$ cat src/rtl/mem_arbiter_mif.sv
// Round-robin arbiter merging NCH store/load requesters onto one single-port SRAM handshake,
// with per-channel done/err pulses and a response timeout (TIMEOUT=0 disables it).
//   state | meaning
//   IDLE  | pick next pending channel from rr pointer, latch its request
//   REQ   | one-cycle SRAM strobe, clear timeout counter
//   WAIT  | wait for mem_resp or timeout
//   DONE  | one-cycle done/err pulse on the granted channel
module mem_arbiter_mif #(
    parameter int NCH     = 2,
    parameter int DATA_W  = 16,
    parameter int ADDR_W  = 14,
    parameter int TIMEOUT = 255
) (
    input  logic                  clk,
    input  logic                  reset,
    input  logic [NCH-1:0]        store,
    input  logic [NCH-1:0]        load,
    input  logic [NCH*ADDR_W-1:0] addr,
    input  logic [NCH*DATA_W-1:0] wdata,
    output logic [DATA_W-1:0]     rdata,
    output logic [NCH-1:0]        done,
    output logic [NCH-1:0]        err,
    output logic                  busy,
    output logic                  write_req,
    output logic                  read_req,
    output logic [ADDR_W-1:0]     addrout,
    output logic [DATA_W-1:0]     datatomem,
    input  logic [DATA_W-1:0]     datafrommem,
    input  logic                  mem_resp
);
    localparam int PTR_W = (NCH > 1) ? $clog2(NCH) : 1;
    localparam int CNT_W = (TIMEOUT > 0) ? $clog2(TIMEOUT + 1) : 1;
    localparam logic [CNT_W-1:0] CNT_TC  = CNT_W'(TIMEOUT);
    localparam logic [PTR_W-1:0] LAST_CH = PTR_W'(NCH - 1);
    localparam bit TO_EN = (TIMEOUT != 0);

    typedef enum logic [1:0] {S_IDLE, S_REQ, S_WAIT, S_DONE} state_t;

    state_t            state_q, state_d;
    logic [PTR_W-1:0]  rr_q, rr_d, gnt_q, gnt_d, gnt_sel;
    logic              is_load_q, is_load_d, err_q, err_d, found;
    logic [ADDR_W-1:0] addr_q, addr_d, addr_sel;
    logic [DATA_W-1:0] wdata_q, wdata_d, wdata_sel, rdata_q, rdata_d;
    logic [CNT_W-1:0]  cnt_q, cnt_d;
    logic [NCH-1:0]    pending;
    int                idx;

    assign pending = store | load;

    // First pending channel at or after rr_q, wrapping NCH-1 -> 0.
    always_comb begin
        found     = 1'b0;
        gnt_sel   = '0;
        idx       = 0;
        addr_sel  = '0;
        wdata_sel = '0;
        for (int k = 0; k < NCH; k++) begin
            idx = int'(rr_q) + k;
            if (idx >= NCH) idx = idx - NCH;
            if (!found && pending[idx]) begin
                found   = 1'b1;
                gnt_sel = PTR_W'(idx);
            end
        end
        for (int i = 0; i < NCH; i++) begin
            if (gnt_sel == PTR_W'(i)) begin
                addr_sel  = addr[i*ADDR_W +: ADDR_W];
                wdata_sel = wdata[i*DATA_W +: DATA_W];
            end
        end
    end

    always_comb begin
        state_d   = state_q;
        rr_d      = rr_q;
        gnt_d     = gnt_q;
        is_load_d = is_load_q;
        err_d     = err_q;
        addr_d    = addr_q;
        wdata_d   = wdata_q;
        rdata_d   = rdata_q;
        cnt_d     = cnt_q;
        case (state_q)
            S_IDLE: begin
                if (found) begin
                    gnt_d     = gnt_sel;
                    is_load_d = load[gnt_sel];
                    addr_d    = addr_sel;
                    wdata_d   = wdata_sel;
                    rr_d      = (gnt_sel == LAST_CH) ? '0 : gnt_sel + 1'b1;
                    if (store[gnt_sel] && load[gnt_sel]) begin
                        err_d   = 1'b1;
                        state_d = S_DONE;
                    end else begin
                        err_d   = 1'b0;
                        state_d = S_REQ;
                    end
                end
            end
            S_REQ: begin
                cnt_d   = '0;
                state_d = S_WAIT;
            end
            S_WAIT: begin
                if (mem_resp) begin
                    if (is_load_q) rdata_d = datafrommem;
                    state_d = S_DONE;
                end else if (TO_EN && cnt_q == CNT_TC) begin
                    err_d   = 1'b1;
                    state_d = S_DONE;
                end else begin
                    cnt_d = cnt_q + 1'b1;
                end
            end
            S_DONE: state_d = S_IDLE;
            default: state_d = S_IDLE;
        endcase
    end

    always_ff @(posedge clk or posedge reset) begin
        if (reset) begin
            state_q   <= S_IDLE;
            rr_q      <= '0;
            gnt_q     <= '0;
            is_load_q <= 1'b0;
            err_q     <= 1'b0;
            addr_q    <= '0;
            wdata_q   <= '0;
            rdata_q   <= '0;
            cnt_q     <= '0;
        end else begin
            state_q   <= state_d;
            rr_q      <= rr_d;
            gnt_q     <= gnt_d;
            is_load_q <= is_load_d;
            err_q     <= err_d;
            addr_q    <= addr_d;
            wdata_q   <= wdata_d;
            rdata_q   <= rdata_d;
            cnt_q     <= cnt_d;
        end
    end

    always_comb begin
        done = '0;
        err  = '0;
        for (int i = 0; i < NCH; i++) begin
            done[i] = (state_q == S_DONE) && (gnt_q == PTR_W'(i));
            err[i]  = (state_q == S_DONE) && (gnt_q == PTR_W'(i)) && err_q;
        end
    end

    assign busy      = (state_q != S_IDLE);
    assign write_req = (state_q == S_REQ) && !is_load_q;
    assign read_req  = (state_q == S_REQ) && is_load_q;
    assign addrout   = addr_q;
    assign datatomem = wdata_q;
    assign rdata     = rdata_q;

endmodule

$ cat config.mk
export PLATFORM = sky130hd
export DESIGN_NAME = mem_arbiter_mif
export DESIGN_NICKNAME = d
export VERILOG_FILES = /design/src/rtl/mem_arbiter_mif.sv
export SDC_FILE = /design/constraint.sdc
export NUM_CORES = 1
export LEC_CHECK = 0
export CORE_ASPECT_RATIO = 0.5
export CORE_MARGIN = 2
export CORE_UTILIZATION = 45
export CTS_BUF_LIST = sky130_fd_sc_hd__clkbuf_4 sky130_fd_sc_hd__clkbuf_8
export DETAILED_ROUTE_END_ITERATION = 12
export PLACE_DENSITY = 0.9
export SLEW_MARGIN = 20
export SYNTH_ARGS = -nofsm -noshare
export SYNTH_HDL_FRONTEND = slang
export SYNTH_SLANG_ARGS = --single-unit
$ cat constraint.sdc
create_clock -name clk -period 4.1 [get_ports clk]
set_input_delay 0.82 -clock clk [delete_from_list [all_inputs] [get_ports clk]]
set_output_delay 0.82 -clock clk [all_outputs]
set_load 0.02 [all_outputs]
==> results.cfg, run 1 <==
[outcome]
status = complete, no violations

[critical_path]
rr_endpoint = datatomem[1]
worstPathArrival_ns = 1.92
endpoint_kind = output pin
cp-start-kind = register
crit_path_start = state_q[0]
cp_max_fo = 8
r2r.worst_path.cells = 6
criticalPathCategory = reg2out
r2r_setup_slack_ns = 1.97
critPathCapture = busy
cp.required_ns = 3.28
rr_startpoint = state_q[1]

[timing]
finalCritPeriodShare_pct = 66.8
fmax_ghz = 0.365
slew_violations = 0
hold_viol_final = 0
rsz0062_at_grt = no
worst_slew_pin_slew_ns = 0.749
timing.hold.ws_ns = 0.505
setup_viol = 0
max_slew_margin_pct = 50.0
fin_setup_tns_ns = 0
fin_worst_skew_ns = 0.00709
fin_crit_ns = 2.74

[power_and_ir_drop]
leakage_nw = 1.93
pwr-share-comb_pct = 51.5
switching_power_mw = 1.21
swShare_pct = 38.0
fin_total_pwr_mw = 3.19
ir_worst_vdd_uv = 430
p_int_mw = 1.98
p_clk_share_pct = 16.2
cellPowerDensity_nw_per_um2 = 744
p_seq_share_pct = 32.4

[hold_path]
hold_class = reg2reg

[clocking]
cts-root-buf = clkbuf_8
cts_resized = 0
tritoncts = yes
clkSlewWorstSetupHoldPaths_ns = 0.07
cts_buffer_depth = 2
htreeDepth = 3
clk_latency_ns = 0.34
cts_buffers = 9
holdBufCountCts = 0
cts_sinks = 60
post_cts.repair.setup_buffers = 0

[floorplan]
die_width_um = 114
io_pins = 136
rows = 19
core_um2 = 5660
fp.dieArea_um2 = 6720
die_y_um = 59.0
initial_core_util_pct = 48.1

[synthesis]
synth_edf_count = 0
synth_area_um2 = 2720
synth_top_area_cell = dfrtp_1
synth_nets = 317
ys_seq_area_share_pct = 55.2
ys_top_cells_by_area = dfrtp_1 (55%), a222oi_1 (11%), mux2_2 (6.6%)
syn_area_per_cell_um2 = 11.9
async_reset_ff_share_pct = 100
synth_top_cell_area_share_pct = 55.2
synth.distinct_cells = 40
yosysWarnings = 0
yosys_most_used_dff = dfrtp_1
synthCells = 229
synth_seq_cells = 60

[global_route]
grt_max_degree = 38
grt-ovfl-total = 0
track_usage_pct = 23.3
grt_pass1_wl_mm = 11.8
grtUsageMet2_pct = 42.1
grt_use_met1_pct = 27.0
grt_pass1_vias = 2469
antenna_found_initial = 0
grt_use_met3_pct = 7.16
busiest_layer = met2

[drt]
vias_per_cell = 5.52
drc_errors = 0
drtIter0Drc = 189
wl_per_cell_um = 16.8
wl_mm = 7.48
vias = 2453
route.antenna.remaining_nets = 0
firstDrtPassIters = 8

[layout]
final_layout_size_suffix_gt1_share_pct = 11.1
areaGrowthSynthToFinish_pct = 57.7
fin_area_um2 = 4290
fillCellCount = 360
nets = 454
n_antenna_cell = 0

[placement]
place_hpwl_mm = 5.47
dpl_cell_area_um2 = 4100
io_buffer_count = 135
place.gp.congestion = 0.803

[job]
cap_violations = 0
-- layout make-up --
type | count | area [um^2] | area share [%]
Clock buffer | 11 | 139 | 3.24
Clock inverter | 5 | 52.6 | 1.22
Inverter | 37 | 139 | 3.24
Multi-Input combinational cell | 120 | 993 | 23.2
Sequential cell | 60 | 1500 | 35.0
Tap cell | 73 | 91.3 | 2.13
Timing Repair Buffer | 138 | 1370 | 32.0
-- power by group through the flow --
stage / combinational [mW] / sequential (mW) / clock [mW]
after floorplan: 0.689 / 1.28 / 0
after global placement: 1.60 / 1.02 / 0
after detailed placement: 1.65 / 1.04 / 0
after CTS: 1.65 / 1.03 / 0.527
after global routing: 1.76 / 1.07 / 0.561
final: 1.64 / 1.03 / 0.516
-- Yosys cell counts, types with 2 or more instances --
library cell and number:
a222oi_1 30, and3_1 2, mux2_2 16, a21oi_1 2
xor2_1 2, buf_2 5, nand2b_1 3, nand3_1 9
and2_1 3, nor2_1 4, dfrtp_1 60, buf_8 3
nor3_1 3, o21ai_0 8, clkbuf_1 3, o22ai_1 2
inv_1 37, a21o_1 2, nand2_1 5, nor2b_1 3
o211ai_1 3, o31ai_1 2, ha_1 5
-- metrics by stage --
stage	worst slack [ns]	utilization [%]	instances
floorplan	1.80	-	229
global placement	1.39	72.4	428
detailed placement	1.29	72.4	428
CTS	1.36	75.8	444
global route	1.28	75.8	444
finish	1.36	75.8	444
-- how the worst min path moves through the flow --
stage                 startpoint            to  slack (ns)  depth (start not counted)
floorplan              is_load_q     is_load_q        0.48                          2
global placement        rdata[2]      rdata[2]        0.49                          1
detailed placement  datatomem[0]  datatomem[0]        0.49                          2
CTS                     rdata[0]      rdata[0]        0.51                          1
global route        datatomem[0]  datatomem[0]        0.53                          2
finish                  rdata[0]      rdata[0]        0.50                          1
-- cell usage in the layout, fill, tap and decap left out, types with 4 or more instances in the layout --
cell	n
mux2_2	16
nor2_1	4
ha_1	5
nand2_1	5
a222oi_1	30
clkbuf_8	9
dfrtp_1	60
clkdlybuf4s50_1	135
o21ai_0	8
inv_1	36
nand3_1	9
-- cells by family after synthesis --
family	synth area share (%)
DFF	55.2
AOI/OAI and AO/OA	17.2
buffers and inverters	8.51
and+or+nand+nor	9.11
muxes	6.99
adders and majority gates	2.30
xor gates and xnor gates	0.644
-- metal layers --
| metal | wire (um) | share of wire [%] |
|---|---|---|
| met5 | 0 | 0 |
| met4 | 135 | 1.8 |
| met3 | 438 | 5.9 |
| met2 | 3960 | 53 |
| met1 | 2950 | 39 |
-- registers in the layout, indices dropped and copies added (netlist names) --
name,cells
err_q,1
cnt_q,8
rdata,16
rr_q,1
state_q,2
is_load_q,1
gnt_q,1
datatomem,16
addrout,14
-- worst max-delay path, cell delays in order (launching register included) --
cell and delay [ns]:
dfrtp_1 0.40, inv_1 0.08, ha_1 0.31, inv_1 0.16
clkdlybuf4s50_1 0.63
Power figures use the tool's default switching activity.
==> run 2: changes to the inputs <==
- CORE_UTILIZATION: 45 -> 37
- PLACE_DENSITY: 0.9 -> 0.79
- clock period: 4.1 -> 2.5 ns (I/O delays scaled with it)
==> results.cfg, run 2 (synthesis results as in run 1) <==
[timing]
rsz0062_at_grt = no
fin_worst_skew_ns = 0.00735
hold_viol_final = 0
finalCritPeriodShare_pct = 93.5
fin_crit_ns = 2.34
worst_slew_pin_slew_ns = 0.531
fin_setup_tns_ns = 0
slew_violations = 0
max_slew_margin_pct = 64.5
setup_viol = 0
fmax_ghz = 0.428

[outcome]
status = complete, no violations

[global_route]
grt_pass1_wl_mm = 12.6
grt-ovfl-total = 0
antenna_found_initial = 0
track_usage_pct = 19.8
grt_pass1_vias = 2555
grt_max_degree = 27

[power_and_ir_drop]
p_int_mw = 3.21
swShare_pct = 38.6
cellPowerDensity_nw_per_um2 = 1200
pwr-share-comb_pct = 52.6
switching_power_mw = 2.02
ir_worst_vdd_uv = 488
p_clk_share_pct = 15.1
p_seq_share_pct = 32.3
leakage_nw = 1.96

[layout]
n_antenna_cell = 0
fillCellCount = 591
final_cell_mix = clkdlybuf4s50_1 (134), dfrtp_1 (60), inv_1 (36)
final_layout_size_suffix_gt1_share_pct = 12.5
fin_util_pct = 60.4
layout_commonest_cell = clkdlybuf4s50_1
areaGrowthSynthToFinish_pct = 60.3
nets = 461

[drt]
wl_mm = 7.92
drc_errors = 0
firstDrtPassIters = 6
drtIter0Drc = 318
wl_per_cell_um = 16.8
vias_per_cell = 5.28
vias = 2498
route.antenna.remaining_nets = 0

[critical_path]
path_buf_inv = 2
cp.required_ns = 2.00
criticalPathCategory = reg2out
endpoint_kind = output pin
path_delay_family = buffers and inverters
r2r_setup_slack_ns = 0.68
cp-start-kind = register
path_cells = inv_1, ha_1, nor2b_1, clkdlybuf4s50_1
max_stage_delay_ns = 0.62
worstPathArrival_ns = 1.84
cp_max_fo = 4
critPathSlowestCell = clkdlybuf4s50_1

[floorplan]
rows = 22
fp.dieArea_um2 = 8100
die_width_um = 125
initial_core_util_pct = 37.7
core_um2 = 7210
die_y_um = 64.6
io_pins = 136

[placement]
place_hpwl_mm = 6.01
place.gp.congestion = 0.838
io_buffer_count = 135

[clocking]
cts_buffer_depth = 2
tritoncts = yes
htreeDepth = 3
cts-root-buf = clkbuf_8
cts_sinks = 60
cts_buffers = 9
clk_latency_ns = 0.34
clkSlewWorstSetupHoldPaths_ns = 0.06

[job]
cap_violations = 0

[hold_path]
hold_class = reg2reg
[run 2: changes by cell type in the layout (fill, tap and decap cells not counted)]
| cell | previous run | this run |
|---|---|---|
| buf_4 | 3 | 10 |
| clkbuf_4 | 2 | 0 |
| clkbuf_8 | 9 | 11 |
| bufinv_16 | 1 | 0 |
| clkdlybuf4s50_1 | 135 | 134 |
| clkinv_2 | 3 | 2 |
| clkinvlp_4 | 1 | 2 |
| dlymetal6s2s_1 | 0 | 1 |
[run 2: stage by stage]
step	hold WS, ns	area, um^2	total power, mW	std cells	worst slack [ns]
floorplan	0.481	2720	3.24	229	0.515
global placement	0.487	4180	4.35	458	0.426
detailed placement	0.495	4180	4.45	458	0.289
CTS	0.510	4360	5.25	473	0.0763
global route	0.532	4360	5.53	473	0.0721
finish	0.506	4360	5.23	473	0.162
[run 2: cell type report]
class / instances / area [um^2] / share of cell area, %
Sequential cell: 60 / 1500 / 34.4
Timing Repair Buffer: 145 / 1430 / 32.8
Multi-Input combinational cell: 120 / 993 / 22.8
Clock buffer: 11 / 151 / 3.47
Inverter: 37 / 139 / 3.19
Tap cell: 96 / 120 / 2.76
Clock inverter: 4 / 25.0 / 0.574
[run 2: per-layer routing]
metal	track usage (%)	share of wire (%)	vias to the layer above
met3	5.28	4.2	18
met1	22.3	38	1253
met4	6.53	2.0	0
met5	0	0	-
li1	-	-	1143
met2	37.2	56	84
[run 2: path summary, 6_finish.rpt]
check,start,endpoint,depth (start not counted)
min reg2reg,rdata[14],rdata[14],1
min,rdata[14],rdata[14],1
max in group asynchronous,reset,datatomem[1],3
max reg2reg,state_q[0],cnt_q[4],6
max,state_q[1],write_req,4
min in group asynchronous,reset,rdata[5],2
[run 2: power groups by stage]
stage	clock (mW)	combinational (mW)	sequential [mW]
after global placement	0	2.68	1.67
final	0.787	2.75	1.69
after floorplan	0	1.13	2.11
after CTS	0.801	2.77	1.69
after detailed placement	0	2.75	1.69
after global routing	0.841	2.95	1.74
[run 2: what timing repair did]
action,4_1_cts,5_1_grt
hold buffers,0,0
endpoints found under the hold margin,0,0
gates resized for setup,0,1
setup endpoints to repair,0,1
setup buffers,0,0
